**config.mk**
```make
export PLATFORM = sky130hd
export DESIGN_NAME = centroid_div_sched
export DESIGN_NICKNAME = d
export VERILOG_FILES = /design/src/rtl/centroid_div_sched_pkg.sv /design/src/rtl/centroid_div_sched_pending_slot.sv /design/src/rtl/centroid_div_sched.sv
export SDC_FILE = /design/constraint.sdc
export NUM_CORES = 1
export LEC_CHECK = 0
export ABC_AREA = 0
export CAP_MARGIN = 15
export CORE_MARGIN = 2
export CORE_UTILIZATION = 45
export DETAILED_ROUTE_END_ITERATION = 6
export GPL_ROUTABILITY_DRIVEN = 0
export HOLD_SLACK_MARGIN = 0.1
export PLACE_DENSITY = 0.69
export SETUP_SLACK_MARGIN = 0.4
export SLEW_MARGIN = 20
export SYNTH_ARGS = -nofsm -noshare
export SYNTH_HDL_FRONTEND = slang
export SYNTH_SLANG_ARGS = --single-unit
```
**constraint.sdc**
```tcl
create_clock -name iClk -period 3.6 [get_ports iClk]
set_input_delay 0.72 -clock iClk [delete_from_list [all_inputs] [get_ports iClk]]
set_output_delay 0.72 -clock iClk [all_outputs]
set_load 0.05 [all_outputs]
```
**src/rtl/centroid_div_sched_pkg.sv**
```systemverilog
// Shared types and helpers for the centroid divider scheduler.
package centroid_div_sched_pkg;

  localparam int DIV_W  = 32;
  localparam int DROP_W = 8;

  typedef enum logic [2:0] {
    ST_IDLE,
    ST_ISSUE_X,
    ST_ISSUE_Y,
    ST_WAIT,
    ST_PUBLISH
  } state_e;

  // Clamp a quotient to the largest value representable in cw bits.
  function automatic logic [DIV_W-1:0] sat_to_cw(input logic [DIV_W-1:0] q, input int cw);
    logic [DIV_W-1:0] lim;
    lim = {DIV_W{1'b1}} >> (DIV_W - cw);
    return (q > lim) ? lim : q;
  endfunction

endpackage

```
**src/rtl/centroid_div_sched_pending_slot.sv**
```systemverilog
// One-deep holding slot for a frame that arrives while a run is in progress,
// with a saturating count of frames overwritten before they could start.
module centroid_pending_slot
  import centroid_div_sched_pkg::*;
(
  input  logic              i_clk,
  input  logic              i_rst_n,
  input  logic              i_wr,
  input  logic              i_take,
  input  logic [DIV_W-1:0]  i_x,
  input  logic [DIV_W-1:0]  i_y,
  input  logic [DIV_W-1:0]  i_cnt,
  output logic              o_valid,
  output logic [DIV_W-1:0]  o_x,
  output logic [DIV_W-1:0]  o_y,
  output logic [DIV_W-1:0]  o_cnt,
  output logic [DROP_W-1:0] o_drop_cnt
);

  logic              r_valid;
  logic [DIV_W-1:0]  r_x;
  logic [DIV_W-1:0]  r_y;
  logic [DIV_W-1:0]  r_cnt;
  logic [DROP_W-1:0] r_drop;

  always_ff @(posedge i_clk or negedge i_rst_n) begin
    if (!i_rst_n) begin
      r_valid <= 1'b0;
      r_x     <= '0;
      r_y     <= '0;
      r_cnt   <= '0;
      r_drop  <= '0;
    end else begin
      if (i_wr) begin
        r_x   <= i_x;
        r_y   <= i_y;
        r_cnt <= i_cnt;
      end
      if (i_wr)
        r_valid <= 1'b1;
      else if (i_take)
        r_valid <= 1'b0;
      // A write onto a held frame that is not being consumed loses that frame.
      if (i_wr && r_valid && !i_take && (r_drop != {DROP_W{1'b1}}))
        r_drop <= r_drop + DROP_W'(1);
    end
  end

  assign o_valid    = r_valid;
  assign o_x        = r_x;
  assign o_y        = r_y;
  assign o_cnt      = r_cnt;
  assign o_drop_cnt = r_drop;

endmodule

```
**src/rtl/centroid_div_sched.sv**
```systemverilog
// Shares one pipelined divider between the X and Y centroid divisions.
// Optional build macro CENTROID_SCHED_SMOOTH_EN averages each result with the previous one.
//
// state      | meaning
// IDLE       | waiting for an end-of-frame pulse
// ISSUE_X    | X momentum / count on the divider
// ISSUE_Y    | Y momentum / count on the divider
// WAIT       | quotients in flight, X sampled here
// PUBLISH    | Y quotient sampled, result registered out
module centroid_div_sched
  import centroid_div_sched_pkg::*;
#(
  parameter int DIV_LATENCY = 5,
  parameter int CW          = 12
) (
  input  logic          iClk,
  input  logic          iRstN,
  input  logic          iFrameDone,
  input  logic [31:0]   iXSum,
  input  logic [31:0]   iYSum,
  input  logic [31:0]   iCount,
  output logic [31:0]   oDivNumer,
  output logic [31:0]   oDivDenom,
  input  logic [31:0]   iDivQuot,
  output logic [CW-1:0] oXCenter,
  output logic [CW-1:0] oYCenter,
  output logic          oValid,
  output logic          oEmpty,
  output logic          oBusy,
  output logic [7:0]    oDropCnt
);

  localparam int CNT_W = $clog2(DIV_LATENCY + 1) + 1;
  localparam logic [CNT_W-1:0] LAT_CNT = CNT_W'(DIV_LATENCY);

  state_e           r_state;
  state_e           w_next;
  logic [CNT_W-1:0] r_cnt;
  logic [DIV_W-1:0] r_act_x;
  logic [DIV_W-1:0] r_act_y;
  logic [DIV_W-1:0] r_act_cnt;
  logic [DIV_W-1:0] r_xq;
  logic [CW-1:0]    r_xc;
  logic [CW-1:0]    r_yc;
  logic             r_valid;
  logic             r_empty;

  logic             w_pend_valid;
  logic [DIV_W-1:0] w_pend_x;
  logic [DIV_W-1:0] w_pend_y;
  logic [DIV_W-1:0] w_pend_cnt;
  logic             w_pend_take;
  logic             w_start_new;
  logic             w_slot_wr;
  logic [DIV_W-1:0] w_run_x;
  logic [DIV_W-1:0] w_run_y;
  logic [DIV_W-1:0] w_run_cnt;
  logic             w_act_empty;
  logic [CW-1:0]    w_x_new;
  logic [CW-1:0]    w_y_new;
  logic [CW-1:0]    w_x_pub;
  logic [CW-1:0]    w_y_pub;

  // With nothing held, a frame landing in PUBLISH starts the next run directly.
  assign w_pend_take = (r_state == ST_PUBLISH) && w_pend_valid;
  assign w_start_new = iFrameDone &&
                       ((r_state == ST_IDLE) || ((r_state == ST_PUBLISH) && !w_pend_valid));
  assign w_slot_wr   = iFrameDone && (r_state != ST_IDLE) && !w_start_new;
  assign w_run_x     = w_pend_take ? w_pend_x   : iXSum;
  assign w_run_y     = w_pend_take ? w_pend_y   : iYSum;
  assign w_run_cnt   = w_pend_take ? w_pend_cnt : iCount;

  centroid_pending_slot u_slot (
    .i_clk      (iClk),
    .i_rst_n    (iRstN),
    .i_wr       (w_slot_wr),
    .i_take     (w_pend_take),
    .i_x        (iXSum),
    .i_y        (iYSum),
    .i_cnt      (iCount),
    .o_valid    (w_pend_valid),
    .o_x        (w_pend_x),
    .o_y        (w_pend_y),
    .o_cnt      (w_pend_cnt),
    .o_drop_cnt (oDropCnt)
  );

  always_ff @(posedge iClk or negedge iRstN) begin
    if (!iRstN)
      r_state <= ST_IDLE;
    else
      r_state <= w_next;
  end

  // Y is sampled in PUBLISH itself so the result lands DIV_LATENCY+3 after the pulse.
  always_comb begin
    w_next = r_state;
    case (r_state)
      ST_IDLE:    if (w_start_new) w_next = (w_run_cnt == '0) ? ST_PUBLISH : ST_ISSUE_X;
      ST_ISSUE_X: w_next = ST_ISSUE_Y;
      ST_ISSUE_Y,
      ST_WAIT:    w_next = (r_cnt == LAT_CNT) ? ST_PUBLISH : ST_WAIT;
      ST_PUBLISH: begin
        if (w_pend_take || w_start_new)
          w_next = (w_run_cnt == '0) ? ST_PUBLISH : ST_ISSUE_X;
        else
          w_next = ST_IDLE;
      end
      default:    w_next = ST_IDLE;
    endcase
  end

  always_comb begin
    oDivNumer = '0;
    oDivDenom = DIV_W'(1);
    case (r_state)
      ST_ISSUE_X: begin
        oDivNumer = r_act_x;
        oDivDenom = r_act_cnt;
      end
      ST_ISSUE_Y: begin
        oDivNumer = r_act_y;
        oDivDenom = r_act_cnt;
      end
      default: ;
    endcase
  end

  assign oBusy = (r_state != ST_IDLE);

  always_ff @(posedge iClk or negedge iRstN) begin
    if (!iRstN) begin
      r_cnt     <= '0;
      r_act_x   <= '0;
      r_act_y   <= '0;
      r_act_cnt <= '0;
      r_xq      <= '0;
    end else begin
      if (w_next == ST_ISSUE_X)
        r_cnt <= '0;
      else if ((r_state == ST_ISSUE_X) || (r_state == ST_ISSUE_Y) || (r_state == ST_WAIT))
        r_cnt <= r_cnt + CNT_W'(1);
      if (w_start_new || w_pend_take) begin
        r_act_x   <= w_run_x;
        r_act_y   <= w_run_y;
        r_act_cnt <= w_run_cnt;
      end
      if (((r_state == ST_ISSUE_Y) || (r_state == ST_WAIT)) && (r_cnt == LAT_CNT))
        r_xq <= iDivQuot;
    end
  end

  assign w_act_empty = (r_act_cnt == '0);
  assign w_x_new     = CW'(sat_to_cw(r_xq, CW));
  assign w_y_new     = CW'(sat_to_cw(iDivQuot, CW));

`ifdef CENTROID_SCHED_SMOOTH_EN
  logic          r_hist;
  logic [CW:0]   w_x_sum;
  logic [CW:0]   w_y_sum;

  assign w_x_sum = {1'b0, r_xc} + {1'b0, w_x_new} + (CW+1)'(1);
  assign w_y_sum = {1'b0, r_yc} + {1'b0, w_y_new} + (CW+1)'(1);
  assign w_x_pub = r_hist ? CW'(w_x_sum >> 1) : w_x_new;
  assign w_y_pub = r_hist ? CW'(w_y_sum >> 1) : w_y_new;

  always_ff @(posedge iClk or negedge iRstN) begin
    if (!iRstN)
      r_hist <= 1'b0;
    else if ((r_state == ST_PUBLISH) && !w_act_empty)
      r_hist <= 1'b1;
  end
`else
  assign w_x_pub = w_x_new;
  assign w_y_pub = w_y_new;
`endif

  always_ff @(posedge iClk or negedge iRstN) begin
    if (!iRstN) begin
      r_xc    <= '0;
      r_yc    <= '0;
      r_valid <= 1'b0;
      r_empty <= 1'b0;
    end else begin
      r_valid <= (r_state == ST_PUBLISH);
      r_empty <= (r_state == ST_PUBLISH) && w_act_empty;
      if ((r_state == ST_PUBLISH) && !w_act_empty) begin
        r_xc <= w_x_pub;
        r_yc <= w_y_pub;
      end
    end
  end

  assign oXCenter = r_xc;
  assign oYCenter = r_yc;
  assign oValid   = r_valid;
  assign oEmpty   = r_empty;

endmodule

```
==> impl_summary.md <==
Route
The number of vias per cell after detailed routing is 5.40. The length of the first detailed-routing pass in iterations is 5. In the final routed layout, each cell accounts on average for 18.6 um.

The first routing iteration left 504 violations. In this run the remaining antenna-violating nets after routing total 0. The final route contains 8330 vias. The number of remaining DRC errors is 0. The routed wire length is 28700 um.

Setup path
The worst setup path is launched from a flip-flop. The kind of capture point of the worst setup path is an output port. The worst register-to-register path ends at r_act_cnt[5]$_DFFE_PN0N_. The data arrival time of the critical path is 2.32 ns.

The logic depth of the worst register-to-register path is 5. The cell with the largest stage delay on the worst path is dlygate4sd2_1. Of all nets on the critical path, the largest fanout is 33. The startpoint identified for the worst register-to-register timing path is r_state[1]$_DFF_PN0_. The critical path is of the flip-flop to output port type. The largest stage delay on the critical path is 0.52 ns. The setup check on the worst reg-to-reg path leaves a slack of 1.38 ns. Traced cell by cell, the critical path runs through nand2b_1, nor2_4, buf_8, a22o_1, dlygate4sd2_1. STA puts the critical path data required time at 2.88 ns.

STA
Setup repair after global routing left no endpoint under its margin. Static timing analysis puts the maximum clock frequency at 329 MHz. The sum of negative setup slack is 0 ns. The worst path in the final design needs a cycle of 3.04 ns, including I/O delays and setup. The count of final max-slew check failures is 0. The hold violation count in the final report is 0. Between clock sinks in the finished design, the worst skew comes to 0.0157 ns. The final clock period utilization by the worst path is 84.4%. The worst slew margin relative to its limit is 36.3%.

At the pin with the least slew margin, the transition time is 0.956 ns. Setup slack closes at 0.563 ns. The number of setup violations in the final report is 0.

Yosys
The async set-reset flop share out of synthesis is 100%. The count of synthesis-stage warnings from yosys is 0. The gate count of the mapped netlist is 967.

The flip-flop and latch count after synthesis is 266. When the netlist entered floorplanning its net count stood at 1101. The simple-gate share of the synthesized area is 9.81%. The portion of netlist area occupied by mux cells is 23.1%.

Of the synthesized area, sequential elements account for 55.8%. The dominant combinational cell family by area after synthesis is multiplexers. The synthesized netlist devotes 7.19% of its cell area to compound gates. Yosys mapped the design onto 40 distinct sky130hd cell types. Summing the areas of all xor and xnor instances in the mapped netlist gives 0.734% of the synthesized area. The count of flip-flops with a built-in enable after synthesis is 0. The post-synthesis adder-cell area fraction is 0.314%. For this run, the leading register cell type out of synthesis is dfrtp_1. The netlist area before placement is 11900 um^2. A synthesized cell averages 12.3 um^2.

Final layout
The proportion of layout cells with a drive suffix above 1 is 24.3%. The area overhead of the layout relative to synthesis is 30.3%. Summing all multi-input logic gate instances after layout gives 4950 um^2. The net total in the final layout is 1319. After routing the design area is 15600 um^2. Counting the fill cells in the layout gives 2165. The sequential cells in the finished layout cover a total of 6660 um^2.

Pwr
The peak supply drop is 0.000620 V. For this design the static power due to leakage is 0.00632 uW. The power after layout is 12600 uW. For this design the ratio of total power to cell area is 807 nW/um^2.

Global route
The via count of the first global-routing pass was 8547. The first global-routing pass estimated 46400 um of wire. Across every metal layer, demand over resource in global routing totals 20.4%. The largest net degree at the start of global routing is 118.

The number of antenna violations at the first check in global routing came to 0. Global routing finished with a remaining overflow of 0.

Die
The height of the chip is 167 um. 230 I/O pins were placed. The starting density of the core is 45.8%. The standard cell core area is 26100 um^2. In this run the core area contains 59 standard-cell rows. The die covers 27800 um^2. The die span in x is 167 um.

Clock network
TritonCTS built the clock tree. The number of sinks driven by the clock tree is 266. Clock latency on the worst-skew pair, taken at its later pin, is 0.54 ns. The register clock-pin slew on the reported worst setup and hold paths is 0.06 ns. In this run the clock root is driven by a clkbuf_16. The CTS H-tree depth is 1.

No sink is reached through more buffers than the 3 on the longest clock path. In this run, CTS created clock tree buffers numbering 28. The number of hold buffers added after CTS is 0.

Status
The flow ran to the end, and the final reports show no timing, DRC or antenna violations.

Place
During placement, the flow inserted port buffers numbering 229. The detailed placement HPWL is 19700 um. After detailed placement, the total cell area comes to 14500 um^2. The placement-stage worst setup slack is 0.620 ns.

Flow run
Max-cap violations in this run came to 0.

Hold path
The path class of the tightest hold or removal check is primary input to asynchronous set/reset pin.
layout make-up:
class | instances | share of cell area [%]
flip-flops and latches | 266 | 42.8
clock buffers | 43 | 5.52
diodes | 2 | 0.0322
well taps | 335 | 2.70
clock inverters | 7 | 0.869
multi-input cells | 634 | 31.8
inverters | 5 | 0.121
repair buffers | 250 | 16.1
registers in the layout, summed over array words and instances (netlist names), 3 cells and up:
register           flops
oYCenter              12
r_act_cnt             32
u_slot.o_cnt          32
r_act_x               32
u_slot.o_y            32
r_cnt                  4
u_slot.o_drop_cnt      8
u_slot.o_x            32
oXCenter              12
r_act_y               32
r_state                3
r_xq                  32
metrics by stage:
stage,hold WS [ns],utilization (%),cells
5_1_grt,0.300,59.7,1540
2_1_floorplan,0.424,-,967
3_3_place_gp,0.483,55.7,1488
6_report,0.237,59.7,1542
4_1_cts,0.284,59.7,1538
3_5_place_dp,0.489,55.7,1488
cell families after synthesis:
logic type	Yosys count
buf+inv	67
mux	249
simple gates	234
flops	266
xor+xnor	10
compound gates	138
fa+ha+maj	3
cells in the final DEF, fill, tap and decap left out, types with 2 or more instances in the layout:
master and count:
buf_8 2, o21ba_2 2, nor2_4 2, ha_1 3, nand3_1 6, mux2_2 133, clkbuf_8 8, diode_2 2
bufinv_16 4, mux2_4 20, inv_1 5, nor2b_1 31, nor2_2 2, nor4_2 2, clkdlybuf4s50_1 164, nor4_1 32
clkinv_2 3, a21oi_1 96, nor3_1 8, xnor2_1 2, mux2i_1 96, clkbuf_1 6, clkbuf_2 5, clkbuf_16 29
a311o_1 2, buf_4 41, dlygate4sd2_1 5, or3_1 24, xor2_1 8, a22o_1 32, clkdlybuf4s15_2 22, nand2_1 11
nand4_1 8, dfrtp_1 266, nor2_1 101, buf_12 10
per-layer routing:
| layer | vias up | routed length, um | track usage [%] |
|---|---|---|---|
| met3 | 44 | 1820 | 4.66 |
| met4 | 0 | 588 | 4.61 |
| li1 | 3902 | - | - |
| met2 | 220 | 13400 | 32.7 |
| met5 | - | 0 | 0 |
| met1 | 4164 | 12900 | 28.6 |
power by group:
| group | internal (uW) | switching, uW | leakage (uW) |
|---|---|---|---|
| logic | 1940 | 2780 | 0.00271 |
| clock network | 1910 | 1160 | 0.000490 |
| registers | 4010 | 762 | 0.00311 |
| total | 7860 | 4700 | 0.00632 |
worst max-delay path by stage:
stage | cells after the start | startpoint | slack [ns] | to
floorplan | 5 | r_state[2]$_DFF_PN0_ | 1.05 | oDivDenom[10]
global placement | 5 | r_state[2]$_DFF_PN0_ | 0.72 | oDivNumer[11]
detailed placement | 5 | r_state[2]$_DFF_PN0_ | 0.62 | oDivNumer[6]
CTS | 5 | r_state[2]$_DFF_PN0_ | 0.32 | oDivNumer[6]
global route | 5 | r_state[2]$_DFF_PN0_ | 0.44 | oDivNumer[25]
finish | 5 | r_state[2]$_DFF_PN0_ | 0.56 | oDivNumer[25]
repair_timing:
| action | 4_1_cts | 5_1_grt |
|---|---|---|
| pin swaps | 0 | 1 |
| setup endpoints to repair | 52 | 29 |
| gates resized for setup | 82 | 8 |
| setup buffers | 0 | 2 |
| endpoints found under the hold margin | 0 | 0 |
cells in the mapped netlist, types with 2 or more instances:
master | n | area, um^2
xnor2_1 | 2 | 17.5
dfrtp_1 | 266 | 6660
or3_1 | 24 | 150
mux2_4 | 20 | 300
buf_12 | 2 | 40.0
nand3_1 | 7 | 35.0
a21oi_1 | 96 | 480
ha_1 | 3 | 37.5
buf_2 | 17 | 85.1
nand4_1 | 8 | 50.1
nor3_1 | 8 | 40.0
buf_6 | 5 | 56.3
mux2i_1 | 96 | 961
buf_1 | 2 | 7.51
buf_4 | 6 | 45.0
xor2_1 | 8 | 70.1
nor2_1 | 103 | 387
o21ba_2 | 2 | 20.0
inv_1 | 5 | 18.8
a311o_1 | 2 | 20.0
clkbuf_1 | 29 | 109
nor4_1 | 32 | 200
nor4_2 | 2 | 25.0
a22o_1 | 32 | 280
nor2b_1 | 31 | 194
nor2_2 | 2 | 12.5
mux2_2 | 133 | 1500
nand2_1 | 12 | 45.0
critical path, delay by kind of cell, from the launching register on:
family / cells / cell delay, ns
buf+inv: 2 / 0.78
flops: 1 / 0.45
simple gates: 2 / 0.36
compound gates: 1 / 0.18
(Power assumes the default switching activity.)
